==> src/rtl/trace_render_if.sv <==
// Pixel-stream, sample-RAM and VGA colour signals shared between the
// sync/RAM side (master) and the trace renderer (slave).
interface trace_render_if;
    logic [9:0] x;
    logic [9:0] y;
    logic       video_on;
    logic [7:0] rddata;
    logic       capture_done;
    logic [7:0] level;
    logic [9:0] rdaddress;
    logic       hold;
    logic       R_out;
    logic       G_out;
    logic       B_out;

    modport master (
        output x, y, video_on, rddata, capture_done, level,
        input  rdaddress, hold, R_out, G_out, B_out
    );

    modport slave (
        input  x, y, video_on, rddata, capture_done, level,
        output rdaddress, hold, R_out, G_out, B_out
    );
endinterface

==> src/rtl/trace_render.sv <==
// Oscilloscope display renderer: reads one sample per column, draws a connected
// green trace, a red trigger-level marker and a blue graticule on 1-bit VGA.
module trace_render #(
    parameter int H_ACTIVE = 640,
    parameter int V_ACTIVE = 480,
    parameter int GRID_X   = 64,
    parameter int GRID_Y   = 60,
    parameter int Y_OFFSET = 112
) (
    input  logic          clk,
    input  logic          rst,
    trace_render_if.slave bus
);
    localparam logic [9:0] H_ACT_C  = 10'(H_ACTIVE);
    localparam logic [9:0] V_ACT_C  = 10'(V_ACTIVE);
    localparam logic [9:0] H_LAST_C = 10'(H_ACTIVE - 1);
    localparam logic [9:0] V_LAST_C = 10'(V_ACTIVE - 1);
    localparam logic [9:0] GX_TOP_C = 10'(GRID_X - 1);
    localparam logic [9:0] GY_TOP_C = 10'(GRID_Y - 1);
    localparam logic [9:0] Y_TOP_C  = 10'(Y_OFFSET + 255);

    typedef enum logic [0:0] {IDLE = 1'b0, VALID = 1'b1} state_t;

    state_t     state_r;
    logic       pend_r;
    logic       hold_r;
    logic [9:0] rdaddress_r;
    logic [9:0] x_d1_r, y_d1_r, x_d2_r, y_d2_r;
    logic       von_d1_r, von_d2_r;
    logic [9:0] prev_ys_r;
    logic [9:0] gx_r, gy_r;
    logic [2:0] rgb_r;

    logic [9:0] ys_s, prev_s, lo_s, hi_s, marker_row_s;
    logic       trace_s, marker_s, grat_s;

    assign bus.rdaddress = rdaddress_r;
    assign bus.hold      = hold_r;
    assign bus.R_out     = rgb_r[2];
    assign bus.G_out     = rgb_r[1];
    assign bus.B_out     = rgb_r[0];

    // Stage-2 decode: screen row of the sample, segment span and overlay hits.
    always_comb begin
        ys_s         = Y_TOP_C - {2'b00, bus.rddata};
        marker_row_s = Y_TOP_C - {2'b00, bus.level};
        if (x_d2_r == 10'd0) begin
            prev_s = ys_s;
        end else begin
            prev_s = prev_ys_r;
        end
        if (prev_s < ys_s) begin
            lo_s = prev_s;
            hi_s = ys_s;
        end else begin
            lo_s = ys_s;
            hi_s = prev_s;
        end
        trace_s  = (state_r == VALID) && (y_d2_r >= lo_s) && (y_d2_r <= hi_s);
        marker_s = (y_d2_r == marker_row_s);
        grat_s   = (gx_r == 10'd0) || (gy_r == 10'd0) ||
                   (x_d2_r == H_LAST_C) || (y_d2_r == V_LAST_C);
    end

    // Address issue and position/blanking delay line matching the RAM latency.
    always_ff @(posedge clk) begin
        if (!rst) begin
            rdaddress_r <= 10'd0;
            x_d1_r      <= 10'd0;
            y_d1_r      <= 10'd0;
            von_d1_r    <= 1'b0;
            x_d2_r      <= 10'd0;
            y_d2_r      <= 10'd0;
            von_d2_r    <= 1'b0;
            prev_ys_r   <= 10'd0;
        end else begin
            if (bus.x < H_ACT_C) begin
                rdaddress_r <= bus.x;
            end
            x_d1_r   <= bus.x;
            y_d1_r   <= bus.y;
            von_d1_r <= bus.video_on;
            x_d2_r   <= x_d1_r;
            y_d2_r   <= y_d1_r;
            von_d2_r <= von_d1_r;
            if (von_d2_r) begin
                prev_ys_r <= ys_s;
            end
        end
    end

    // Graticule pitch counters track x_d2/y_d2 modulo the grid pitch.
    always_ff @(posedge clk) begin
        if (!rst) begin
            gx_r <= 10'd0;
            gy_r <= 10'd0;
        end else begin
            if (x_d1_r == 10'd0 || gx_r == GX_TOP_C) begin
                gx_r <= 10'd0;
            end else begin
                gx_r <= gx_r + 10'd1;
            end
            if (y_d1_r == 10'd0) begin
                gy_r <= 10'd0;
            end else if (y_d1_r != y_d2_r) begin
                gy_r <= (gy_r == GY_TOP_C) ? 10'd0 : gy_r + 10'd1;
            end
        end
    end

    // Capture FSM and hold; a capture seen mid-frame is armed and only takes
    // effect in vertical blanking so trace and hold start cleanly at line 0.
    always_ff @(posedge clk) begin
        if (!rst) begin
            state_r <= IDLE;
            pend_r  <= 1'b0;
            hold_r  <= 1'b0;
        end else begin
            hold_r <= (state_r == VALID) && (bus.y < V_ACT_C);
            case (state_r)
                IDLE: begin
                    if ((bus.capture_done || pend_r) && (bus.y >= V_ACT_C)) begin
                        state_r <= VALID;
                        pend_r  <= 1'b0;
                    end else if (bus.capture_done) begin
                        pend_r <= 1'b1;
                    end
                end
                VALID: begin
                    state_r <= VALID;
                end
                default: begin
                    state_r <= IDLE;
                    pend_r  <= 1'b0;
                end
            endcase
        end
    end

    // Colour select: trace over marker over graticule, black outside video.
    always_ff @(posedge clk) begin
        if (!rst) begin
            rgb_r <= 3'b000;
        end else if (!von_d2_r) begin
            rgb_r <= 3'b000;
        end else if (trace_s) begin
            rgb_r <= 3'b010;
        end else if (marker_s) begin
            rgb_r <= 3'b100;
        end else if (grat_s) begin
            rgb_r <= 3'b001;
        end else begin
            rgb_r <= 3'b000;
        end
    end
endmodule

==> src/flat_wrapper.sv <==
// flat-port wrapper written by rule: the top's interface ports become plain ports
module trace_render_flat 
#(
    parameter int H_ACTIVE = 640,
    parameter int V_ACTIVE = 480,
    parameter int GRID_X   = 64,
    parameter int GRID_Y   = 60,
    parameter int Y_OFFSET = 112
)
  (clk, rst, bus_x, bus_y, bus_video_on, bus_rddata, bus_capture_done, bus_level, bus_rdaddress, bus_hold, bus_R_out, bus_G_out, bus_B_out);
  trace_render_if bus_i ();
  input  logic clk;
  input  logic rst;
  input wire logic [$bits(bus_i.x)-1:0] bus_x;
  input wire logic [$bits(bus_i.y)-1:0] bus_y;
  input wire logic [$bits(bus_i.video_on)-1:0] bus_video_on;
  input wire logic [$bits(bus_i.rddata)-1:0] bus_rddata;
  input wire logic [$bits(bus_i.capture_done)-1:0] bus_capture_done;
  input wire logic [$bits(bus_i.level)-1:0] bus_level;
  output wire logic [$bits(bus_i.rdaddress)-1:0] bus_rdaddress;
  output wire logic [$bits(bus_i.hold)-1:0] bus_hold;
  output wire logic [$bits(bus_i.R_out)-1:0] bus_R_out;
  output wire logic [$bits(bus_i.G_out)-1:0] bus_G_out;
  output wire logic [$bits(bus_i.B_out)-1:0] bus_B_out;
  assign bus_i.x = bus_x;
  assign bus_i.y = bus_y;
  assign bus_i.video_on = bus_video_on;
  assign bus_i.rddata = bus_rddata;
  assign bus_i.capture_done = bus_capture_done;
  assign bus_i.level = bus_level;
  assign bus_rdaddress = bus_i.rdaddress;
  assign bus_hold = bus_i.hold;
  assign bus_R_out = bus_i.R_out;
  assign bus_G_out = bus_i.G_out;
  assign bus_B_out = bus_i.B_out;
  trace_render #(.H_ACTIVE(H_ACTIVE), .V_ACTIVE(V_ACTIVE), .GRID_X(GRID_X), .GRID_Y(GRID_Y), .Y_OFFSET(Y_OFFSET)) u_core (.clk(clk), .rst(rst), .bus(bus_i));
endmodule
==> config.mk <==
export PLATFORM = sky130hd
export DESIGN_NAME = trace_render_flat
export DESIGN_NICKNAME = d
export VERILOG_FILES = /design/src/rtl/trace_render_if.sv /design/src/rtl/trace_render.sv /design/src/flat_wrapper.sv
export SDC_FILE = /design/constraint.sdc
export NUM_CORES = 1
export LEC_CHECK = 0
export ABC_CLOCK_PERIOD_IN_PS = 5300
export CAP_MARGIN = 20
export CORE_ASPECT_RATIO = 1.25
export CORE_MARGIN = 2
export CORE_UTILIZATION = 50
export CTS_CLUSTER_SIZE = 40
export DETAILED_ROUTE_END_ITERATION = 10
export DONT_BUFFER_PORTS = 1
export MAX_ROUTING_LAYER = met4
export PLACE_DENSITY = 0.63
export SYNTH_ARGS = -nofsm -noshare
export SYNTH_HDL_FRONTEND = slang
export SYNTH_SLANG_ARGS = --single-unit
==> constraint.sdc <==
create_clock -name clk -period 5.3 [get_ports clk]
set_clock_uncertainty 0.15 [all_clocks]
set_input_delay 1.06 -clock clk [delete_from_list [all_inputs] [get_ports clk]]
set_output_delay 1.06 -clock clk [all_outputs]
set_load 0.1 [all_outputs]
==> flow_metrics.tcl <==
set metrics [dict create \
    clk-insertion-delay-late_ns 0.36 \
    pwr-share-clk_pct 31.2 \
    ys_seq_area_share_pct 38.8 \
    grt_start_max_net_pins 60 \
    post_synthesis_net_count 546 \
    pre_cts_ws_ns 0.338 \
    ys_seq_elements 87 \
    worst_setup_path_end_kind "flop" \
    first_global_vias 3127 \
    synthFlopType "sky130_fd_sc_hd__dfxtp_1" \
    syn_area_per_cell_um2 9.46 \
    setup.worst_path.class "input pin to flop" \
    worst-r2r-cell-count 15 \
    arrival_ns 4.70 \
    cpLargestDelayFamily "compound AO/OA/AOI/OAI gates" \
    post_synthesis_cell_area_um2 4490 \
    maximum_number_of_buffers_from_clock_root_to_sink 2 \
    grt_antenna_before_repair 0 \
    pin_count 54 \
    cts-resized-gates 0 \
    run_status "complete, no violations" \
    commonest_cells_after_routing_fill_and_taps_aside "sky130_fd_sc_hd__dfxtp_1, sky130_fd_sc_hd__nor2_1, sky130_fd_sc_hd__and2_1" \
    power_frac_comb_pct 16.3 \
    fillCellCount 844 \
    die_h_um 110 \
    setup.worst_path.start_class "input pin" \
    drt_pre_antenna_iters 4 \
    worst_slew_pin_slew_ns 0.979 \
    timing.critical_path.cells "ha_1 > a21oi_1 > inv_1 > o21ai_1 > ha_1 > nand3_1 > or3_1 > o211ai_2 > mux2_2 > ha_1 > a21o_1 > a211oi_1 > o21ai_0 > o31ai_1 > a311oi_1" \
    hold_start "u_core.von_d1_r" \
    drt.antenna.violating_nets 0 \
    fp.dieArea_um2 9750 \
    synthesis.instances 474 \
    period_needed_ns 4.63 \
    p_leak_nw 2.03 \
    final_common_cell "sky130_fd_sc_hd__dfxtp_1" \
    port-buffer-count 0 \
    slew-limit-headroom_pct 34.7 \
    post_dp_area_um2 4550 \
    post-dp-hpwl_mm 6.46 \
    clkSinkCount 87 \
    cellInternalPower_w 0.00103 \
    hold_violations 0 \
    min_path_type "flop to flop" \
    critPathBufInv 1 \
    grt_first_pass_wirelength_mm 14.0 \
    layout-area-overhead-vs-synth_pct 5.83 \
    detail_route.vias_per_cell 5.37 \
    post-route-cell-area_um2 4750 \
    r2r_slack_ns 0.71 \
    synth-warning-count 0 \
    hold-path-endpoint "u_core.von_d2_r" \
    routed_length_per_instance_um 14.3 \
    design.core.area_um2 8700 \
    post_cts_setup_inserts 0 \
    finalWorstSetupSlack_ns 0.675 \
    final_min_period_over_clock_period_pct 87.3 \
    number_of_h_tree_levels 3 \
    crit_required_ns 5.37 \
    swShare_pct 29.7 \
    rows 38 \
    drv_cap 0 \
    irDropWorstVdd_mv 0.215 \
    power_per_cell_area_nw_per_um2 307 \
    crit_slowest_cell "sky130_fd_sc_hd__or3_1" \
    cts_tree "done" \
    reg2reg_from "u_core.x_d2_r[1]" \
    cts_made_buffers 9 \
    async_flop_share_pct 0 \
    drtIter0Drc 101 \
    number_of_diodes 0 \
    dp_cells 579 \
    grt_setup_unrepaired "false" \
    vias 3188 \
    highest_attainable_clock_frequency_mhz 216 \
    register_area_um2 1740 \
    worstHoldPathCells 1 \
    pwr-share-seq_pct 52.5 \
    multi_input_combinational_cell_area_um2 2530 \
    hold_buffers 0 \
    timing.final.setup_violations 0 \
    finalWeightedCongestion 0.849 \
    synth_edf_count 0 \
    switchingPower_w 0.000433 \
    initial_utilization_pct 51.6 \
    finalWirelength_mm 8.51 \
    setup-tns-final_ns 0 \
    post_synth_num_cell_types 63 \
    final_net_count 542 \
    max_slew_violation_total_from_the_final_report 0 \
    drive_gt1_share_pct 11.0 \
    clock-root-buffer "sky130_fd_sc_hd__clkbuf_8" \
    grt_overflow_total 0 \
    clkSlewWorstSetupHoldPaths_ns 0.09 \
    largest_stage_delay_on_the_critical_path_ns 0.43 \
    drc_errors 0 \
    finish.cell_count_without_fillers 594 \
    fp.dieW_um 88.7 \
    groute.usage.overall_pct 19.2 \
    critical_path.reg2reg.endpoint "u_core.rgb_r[2]" \
    critPathMaxFanout 7 \
    timing.critical_path.mode_cell "sky130_fd_sc_hd__ha_1" \
]
## layout make-up
cell class	count	area share, %
clock buffer	11	2.98
clock inverter	4	1.13
inverter	32	2.53
multi-input combinational	339	53.3
sequential	87	36.7
tap	120	3.16
timing repair buffer	1	0.158
## power groups by stage
stage	clock network, W	logic (W)	registers [W]
floorplan	0	0.000206	0.000772
global placement	0	0.000232	0.000782
detailed placement	0	0.000239	0.000783
CTS	0.000473	0.000240	0.000767
global route	0.000500	0.000270	0.000772
finish	0.000455	0.000238	0.000767
## per-layer routing
layer | track usage [%] | vias up | routed length (µm)
met5 | - | - | 0
li1 | - | 1661 | -
met4 | 8.33 | 0 | 204
met2 | 31.1 | 50 | 4220
met3 | 5.33 | 20 | 368
met1 | 22.0 | 1457 | 3720
## synthesized netlist by cell type, types with 7 or more instances
master	number	area share (%)
sky130_fd_sc_hd__a21oi_1	26	2.9
sky130_fd_sc_hd__a21oi_2	7	1.4
sky130_fd_sc_hd__and2_1	34	4.7
sky130_fd_sc_hd__and3_1	9	1.3
sky130_fd_sc_hd__clkbuf_1	9	0.75
sky130_fd_sc_hd__dfxtp_1	87	39
sky130_fd_sc_hd__ha_1	32	8.9
sky130_fd_sc_hd__inv_1	32	2.7
sky130_fd_sc_hd__mux2_2	10	2.5
sky130_fd_sc_hd__mux2i_1	7	1.6
sky130_fd_sc_hd__nand2_1	28	2.3
sky130_fd_sc_hd__nand3_1	15	1.7
sky130_fd_sc_hd__nand4_1	8	1.1
sky130_fd_sc_hd__nor2_1	34	2.8
sky130_fd_sc_hd__o211a_1	7	1.6
sky130_fd_sc_hd__xnor2_1	15	2.9
sky130_fd_sc_hd__xor2_1	15	2.9
## metrics by stage
stage | util (%) | hold WS, ns | power (W)
after floorplan | - | 0.262 | 0.000978
after global placement | 52.3 | 0.264 | 0.00101
after detailed placement | 52.3 | 0.272 | 0.00102
after CTS | 54.6 | 0.294 | 0.00148
after global routing | 54.6 | 0.320 | 0.00154
final | 54.6 | 0.287 | 0.00146
## flip-flops by register name (all words and copies together) (netlist names), 3 cells and up
| signal | count |
|---|---|
| u_core.bus.rdaddress | 10 |
| u_core.gx_r | 10 |
| u_core.gy_r | 10 |
| u_core.x_d1_r | 10 |
| u_core.x_d2_r | 10 |
| u_core.y_d1_r | 10 |
| u_core.y_d2_r | 10 |
| u_core.prev_ys_r | 9 |
| u_core.rgb_r | 3 |
## worst reg2reg max path, cell delays in order (launching register included)
cell                       delay [ns]
sky130_fd_sc_hd__dfxtp_1         0.33
sky130_fd_sc_hd__nor4_2          0.35
sky130_fd_sc_hd__nand3_2         0.38
sky130_fd_sc_hd__a21oi_1         0.43
sky130_fd_sc_hd__inv_1           0.08
sky130_fd_sc_hd__ha_1            0.30
sky130_fd_sc_hd__o211ai_1        0.10
sky130_fd_sc_hd__or3_1           0.36
sky130_fd_sc_hd__o211ai_2        0.21
sky130_fd_sc_hd__mux2_2          0.36
sky130_fd_sc_hd__ha_1            0.29
sky130_fd_sc_hd__a21o_1          0.18
sky130_fd_sc_hd__a211oi_1        0.30
sky130_fd_sc_hd__o21ai_0         0.14
sky130_fd_sc_hd__o31ai_1         0.36
sky130_fd_sc_hd__a311oi_1        0.15
## cell families after synthesis
kind of cell	count (synthesis)	synth area share [%]
AO/OA/AOI/OAI	88	15.3
AND/OR/NAND/NOR	172	22.3
buffers and inverters	48	4.71
XOR/XNOR	30	5.86
flip-flops	87	38.8
adder cells (fa/ha/maj)	32	8.93
multiplexers	17	4.07
## worst max path at each step
| stage | start | to | depth (start not counted) |
|---|---|---|---|
| 4_1_cts | bus_rddata[4] | u_core.rgb_r[2] | 15 |
| 6_report | bus_rddata[4] | u_core.rgb_r[2] | 15 |
| 2_1_floorplan | bus_rddata[6] | u_core.rgb_r[0] | 17 |
| 3_5_place_dp | bus_rddata[4] | u_core.rgb_r[2] | 15 |
| 5_1_grt | u_core.x_d2_r[0] | u_core.rgb_r[2] | 15 |
| 3_3_place_gp | bus_rddata[4] | u_core.rgb_r[0] | 15 |
Power figures use the tool's default switching activity.
